**config.mk**
```make
export PLATFORM = sky130hd
export DESIGN_NAME = seg_count_display
export DESIGN_NICKNAME = d
export VERILOG_FILES = /design/src/rtl/seg_count_display.sv
export SDC_FILE = /design/constraint.sdc
export NUM_CORES = 1
export LEC_CHECK = 0
export ABC_AREA = 1
export CAP_MARGIN = 40
export CORE_AREA = 10 10 64 119
export CTS_CLUSTER_DIAMETER = 30
export DETAILED_ROUTE_END_ITERATION = 6
export DIE_AREA = 0 0 74 129
export GPL_TIMING_DRIVEN = 0
export PLACE_DENSITY = 0.74
export SLEW_MARGIN = 30
export SYNTH_ARGS = -nofsm -noshare
export SYNTH_HDL_FRONTEND = slang
export SYNTH_SLANG_ARGS = --single-unit
```
**constraint.sdc**
```tcl
create_clock -name clk -period 4.2 [get_ports clk]
set_input_delay 1.05 -clock clk [delete_from_list [all_inputs] [get_ports clk]]
set_output_delay 1.05 -clock clk [all_outputs]
set_load 0.03 [all_outputs]
```
**src/rtl/seg_count_display.sv**
```systemverilog
// -----------------------------------------------------------------------------
// seg_count_display
//
// Purpose:
//   Consumes one-cycle clean inc/dec/clr pulses from the debouncers and keeps
//   a 4-digit BCD counter (0000-9999, wrapping both ways). The counter value
//   is time-multiplexed onto a common-anode 4-digit seven-segment display.
//
// Parameters:
//   SCAN_DIV  clk cycles each digit stays active (>= 2)
//   SCAN_W    width of the scan prescaler; 2**SCAN_W must be >= SCAN_DIV
//
// Ports:
//   clk        in   system clock, rising edge
//   reset      in   synchronous, active-high; overrides every other input
//   inc        in   one-cycle pulse, count + 1
//   dec        in   one-cycle pulse, count - 1
//   clr        in   one-cycle pulse, count := 0000 (highest priority)
//   count_bcd  out  registered count {d3,d2,d1,d0}, d0 = ones
//   an         out  active-low digit enables, exactly one bit low, an[0] = ones
//   seg        out  active-low segments {g,f,e,d,c,b,a}
//   dp         out  active-low decimal point, always off
//
// Build option:
//   SEG_LEADING_ZERO_BLANK_EN  when defined, digits above the most-significant
//                              nonzero digit are blanked (digit 0 never is).
//                              Scan timing and count_bcd are unaffected.
// -----------------------------------------------------------------------------
module seg_count_display #(
    parameter int SCAN_DIV = 50000,
    parameter int SCAN_W   = 16
) (
    input  logic        clk,
    input  logic        reset,
    input  logic        inc,
    input  logic        dec,
    input  logic        clr,
    output logic [15:0] count_bcd,
    output logic [3:0]  an,
    output logic [6:0]  seg,
    output logic        dp
);

    localparam logic [6:0] SEG_BLANK = 7'b1111111;
    localparam logic [6:0] SEG_ZERO  = 7'b1000000;

    // BCD increment with ripple carry; 9999 wraps to 0000. Any digit that is
    // somehow above 9 is folded back to 0 so no digit can stay illegal.
    function automatic logic [15:0] bcd_inc(input logic [15:0] v);
        logic [15:0] r;
        logic        carry;
        r     = v;
        carry = 1'b1;
        for (int i = 0; i < 4; i++) begin
            if (carry) begin
                if (v[4*i +: 4] >= 4'd9) begin
                    r[4*i +: 4] = 4'd0;
                    carry       = 1'b1;
                end else begin
                    r[4*i +: 4] = v[4*i +: 4] + 4'd1;
                    carry       = 1'b0;
                end
            end
        end
        return r;
    endfunction

    // BCD decrement with ripple borrow; 0000 wraps to 9999.
    function automatic logic [15:0] bcd_dec(input logic [15:0] v);
        logic [15:0] r;
        logic        borrow;
        r      = v;
        borrow = 1'b1;
        for (int i = 0; i < 4; i++) begin
            if (borrow) begin
                if (v[4*i +: 4] == 4'd0) begin
                    r[4*i +: 4] = 4'd9;
                    borrow      = 1'b1;
                end else if (v[4*i +: 4] > 4'd9) begin
                    r[4*i +: 4] = 4'd9;
                    borrow      = 1'b0;
                end else begin
                    r[4*i +: 4] = v[4*i +: 4] - 4'd1;
                    borrow      = 1'b0;
                end
            end
        end
        return r;
    endfunction

    // Active-low glyphs {g..a}; non-BCD nibbles show a dash.
    function automatic logic [6:0] glyph(input logic [3:0] d);
        logic [6:0] s;
        case (d)
            4'd0:    s = 7'b1000000;
            4'd1:    s = 7'b1111001;
            4'd2:    s = 7'b0100100;
            4'd3:    s = 7'b0110000;
            4'd4:    s = 7'b0011001;
            4'd5:    s = 7'b0010010;
            4'd6:    s = 7'b0000010;
            4'd7:    s = 7'b1111000;
            4'd8:    s = 7'b0000000;
            4'd9:    s = 7'b0010000;
            default: s = 7'b0111111;
        endcase
        return s;
    endfunction

    logic [15:0]       count_q, count_d;
    logic [SCAN_W-1:0] scan_q,  scan_d;
    logic [1:0]        digit_q, digit_d;
    logic [3:0]        an_q,    an_d;
    logic [6:0]        seg_q,   seg_d;
    logic              scan_wrap;
    logic [3:0]        cur_nibble;
    logic              blank;

    // Counter: clr wins; inc and dec together cancel.
    always_comb begin
        count_d = count_q;
        if (clr) begin
            count_d = 16'h0000;
        end else if (inc && !dec) begin
            count_d = bcd_inc(count_q);
        end else if (dec && !inc) begin
            count_d = bcd_dec(count_q);
        end
    end

    // Scan engine: prescaler wrap advances the digit index 0..3.
    always_comb begin
        scan_wrap = (scan_q == SCAN_W'(SCAN_DIV - 1));
        scan_d    = scan_wrap ? '0 : scan_q + 1'b1;
        digit_d   = scan_wrap ? digit_q + 2'd1 : digit_q;
    end

    // Output stage: decode the current digit index and count nibble.
    always_comb begin
        cur_nibble = count_q[{digit_q, 2'b00} +: 4];
        blank      = 1'b0;
`ifdef SEG_LEADING_ZERO_BLANK_EN
        // A digit is a leading zero when it and every digit above it is zero.
        case (digit_q)
            2'd1:    blank = (count_q[15:4]  == 12'h000);
            2'd2:    blank = (count_q[15:8]  == 8'h00);
            2'd3:    blank = (count_q[15:12] == 4'h0);
            default: blank = 1'b0;
        endcase
`endif
        an_d  = ~(4'b0001 << digit_q);
        seg_d = blank ? SEG_BLANK : glyph(cur_nibble);
    end

    always_ff @(posedge clk) begin
        if (reset) begin
            count_q <= 16'h0000;
            scan_q  <= '0;
            digit_q <= 2'd0;
            an_q    <= 4'b1110;
            seg_q   <= SEG_ZERO;
        end else begin
            count_q <= count_d;
            scan_q  <= scan_d;
            digit_q <= digit_d;
            an_q    <= an_d;
            seg_q   <= seg_d;
        end
    end

    assign count_bcd = count_q;
    assign an        = an_q;
    assign seg       = seg_q;
    assign dp        = 1'b1;

endmodule

```
==> results.py, run 1 <==
metrics = {
    "run_status": {
        "status": "complete, no violations",
    },
    "power": {
        "finalPower_mw": 1.16,
        "p_per_area_nw_per_um2": 323,
        "ir_drop_mv": 0.422,
        "p_leak_nw": 1.56,
    },
    "cells_and_area": {
        "fill_cells": 511,
        "n_antenna_cell": 0,
        "final_cell_area_sq_um": 3590,
        "drive_gt1_share_pct": 12.8,
        "areaGrowthSynthToFinish_pct": 17.6,
        "nNetsFinal": 502,
    },
    "logic_synthesis": {
        "avgSynthCellArea_sq_um": 7.05,
        "synthesis.nets": 465,
        "synth_top_area_share_pct": 29.5,
        "synth_top_cells_by_count": "88 x nand2_1, 51 x nor2_1, 45 x dfxtp_1",
        "synth-main-ff-cell": "dfxtp_1",
        "yosysMostFrequentCell": "nand2_1",
        "ys_types": 39,
        "yosys_warnings": 0,
        "syn_area_sq_um": 3050,
        "synth-seq-cells": 45,
        "async_reset_ff_share_pct": 0,
        "synth_enable_flop_cells": 0,
        "post-synth-top-area-cell": "dfxtp_1",
        "synth_area_leaders": "dfxtp_1 30%, ha_1 11%, nand2_1 11%",
        "synth-seq-area-share_pct": 29.5,
        "synthCells": 433,
    },
    "floorplan": {
        "design.die.area_sq_um": 9550,
        "die_y_um": 129,
        "num_io_pins": 33,
        "initial_core_util_pct": 53.5,
        "fp.coreArea_sq_um": 5710,
        "rows": 39,
        "fp.dieW_um": 74,
    },
    "place": {
        "io_buffer_count": 30,
        "place_ws_ps": 1360,
        "dpl_cell_area_sq_um": 3430,
        "dp_hpwl_mm": 5.56,
        "gp_congestion": 0.884,
    },
    "critical_path": {
        "worstSetupPathType": "input port to flip-flop",
        "crit_arrival_ps": 2840,
        "cp.required_ps": 4420,
        "cp_max_fo": 10,
        "endpoint_kind": "flip-flop",
        "start_kind": "input port",
    },
    "clocking": {
        "clkTransAtPathRegs_ps": 60,
        "cts_buffers": 5,
        "root_buffer": "clkbuf_16",
        "clock_sinks": 45,
        "cts.hold.buffers_added": 0,
        "post_cts_resized": 0,
        "clock_path_buffers": 2,
        "clk_latency_ps": 290,
        "cts_tree": "built",
        "htreeDepth": 2,
        "cts_setup_buffers": 0,
    },
    "timing": {
        "post-route-period-util_pct": 62.2,
        "tns_ps": 0,
        "layout_min_cycle_time_ps": 2610,
        "hold_viol_final": 0,
        "slew_violations": 0,
        "worst_slack_ps": 1590,
        "fin_hold_ws_ps": 451,
        "setup_violations": 0,
        "fmax_ghz": 0.383,
        "skew_ps": 4.74,
        "rsz0062_at_grt": "no",
    },
    "global_routing": {
        "first_global_vias": 2835,
        "overflow": 0,
        "grt_pass1_wl_mm": 11.9,
        "gr-usage-all-layers_pct": 15.3,
        "grt_max_degree": 14,
        "antenna_found_initial": 0,
    },
    "route": {
        "dr.first_iter.drc_count": 168,
        "finalWirelength_mm": 7.10,
        "vias": 2858,
        "drc_errors": 0,
        "ant_nets": 0,
        "drtPass1Iterations": 4,
        "wl_per_cell_um": 13.4,
        "post_drt_via_cell_ratio": 5.38,
    },
    "job": {
        "cap_violations": 0,
    },
    "hold_path": {
        "hold_class": "flip-flop to flip-flop",
    },
}
placed cells by master (no fill, tap or decap), types with 5 or more instances in the layout:
master,netlist,final
a21oi_1,26,26
a21oi_2,5,5
buf_4,6,6
clkbuf_16,0,5
clkdlybuf4s50_1,0,30
dfxtp_1,45,45
ha_1,27,27
inv_1,39,39
inv_2,11,11
nand2_1,88,88
nand2_2,9,9
nand3_1,32,32
nand4_1,9,9
nor2_1,51,51
o21ai_0,19,19
o21ai_1,9,9
xnor2_1,6,6
xor2_1,10,10
worst max-delay path, stage by stage:
cell and delay [ps]:
clkdlybuf4s50_1 460, inv_1 40, ha_1 160, buf_4 180, inv_2 160, buf_2 260, a21oi_1 60, o21ai_0 260
nor2_1 90, nor2_1 110
final timing paths:
| path | cells past startpoint | to | startpoint | slack, ps |
|---|---|---|---|---|
| worst max-delay path | 10 | count_bcd[8]$_SDFFE_PP0P_ | dec | 1590 |
| worst min-delay path | 1 | scan_q[0]$_SDFF_PP0_ | scan_q[0]$_SDFF_PP0_ | 450 |
| worst max register to register | 9 | seg[5]$_SDFF_PP0_ | digit_q[1]$_SDFFE_PP0N_ | 2320 |
| worst min register to register | 1 | scan_q[0]$_SDFF_PP0_ | scan_q[0]$_SDFF_PP0_ | 450 |
cell type report:
class                   instances  area (sq um)  area share [%]
repair buffers                 30           300            8.37
clock inverters                 2          35.0           0.976
clock buffers                   5           125            3.49
well taps                      61          76.3            2.13
inverters                      51           191            5.33
flip-flops and latches         45           901            25.1
plain buffers                  11          75.1            2.09
multi-input cells             326          1880            52.5
flip-flops by register name, summed over array words and instances, names as in the netlist:
| name | flops |
|---|---|
| an | 4 |
| scan_q | 16 |
| seg | 7 |
| count_bcd | 16 |
| digit_q | 2 |
kinds of logic (layout without fill, tap and decap cells):
logic type / Yosys count / after routing / share of synthesized area [%]
AO/OA/AOI/OAI: 68 / 68 / 12.8
XOR/XNOR: 16 / 16 / 4.59
adder cells (fa/ha/maj): 27 / 27 / 11.1
buffers and inverters: 62 / 99 / 8.73
flip-flops: 45 / 45 / 29.5
other: 1 / 1 / 0.123
AND/OR/NAND/NOR: 214 / 214 / 33.2
where the power goes:
part           internal [mW]  switching (mW)
Sequential             0.443          0.0179
Combinational         0.0971           0.168
Clock                  0.276           0.158
Total                  0.816           0.344
metrics by stage:
| step | util, % | cells |
|---|---|---|
| after floorplan | - | 433 |
| after global placement | 60.0 | 524 |
| after detailed placement | 60.0 | 524 |
| after CTS | 62.9 | 531 |
| after global routing | 62.9 | 531 |
| final | 62.9 | 531 |
metal layers:
| metal | routed length (um) | share of wire (%) | global-route usage, % | vias to the layer above |
|---|---|---|---|---|
| met3 | 313 | 4.4 | 3.31 | 21 |
| met5 | 0 | 0 | 0 | - |
| met1 | 2450 | 34 | 12.7 | 1309 |
| met2 | 3990 | 56 | 29.7 | 59 |
| li1 | - | - | - | 1469 |
| met4 | 353 | 5.0 | 10.6 | 0 |
No activity file was read; power rests on OpenSTA's default activity.
==> inputs of run 2 (changes only) <==
==> constraint.sdc (replaced) <==
create_clock -name clk -period 2.7 [get_ports clk]
set_input_delay 0.675 -clock clk [delete_from_list [all_inputs] [get_ports clk]]
set_output_delay 0.675 -clock clk [all_outputs]
set_load 0.03 [all_outputs]
==> results of run 2 <==
The final DEF is identical to that of run 1. Status: complete, no violations.
Among the figures that moved: setup slack after placement 1360 ps -> 233 ps; setup slack after layout 1590 ps -> 462 ps; register-to-register setup slack 2320 ps -> 820 ps; total power 1.16 mW -> 1.80 mW; worst IR drop on VDD 0.422 mV -> 0.657 mV
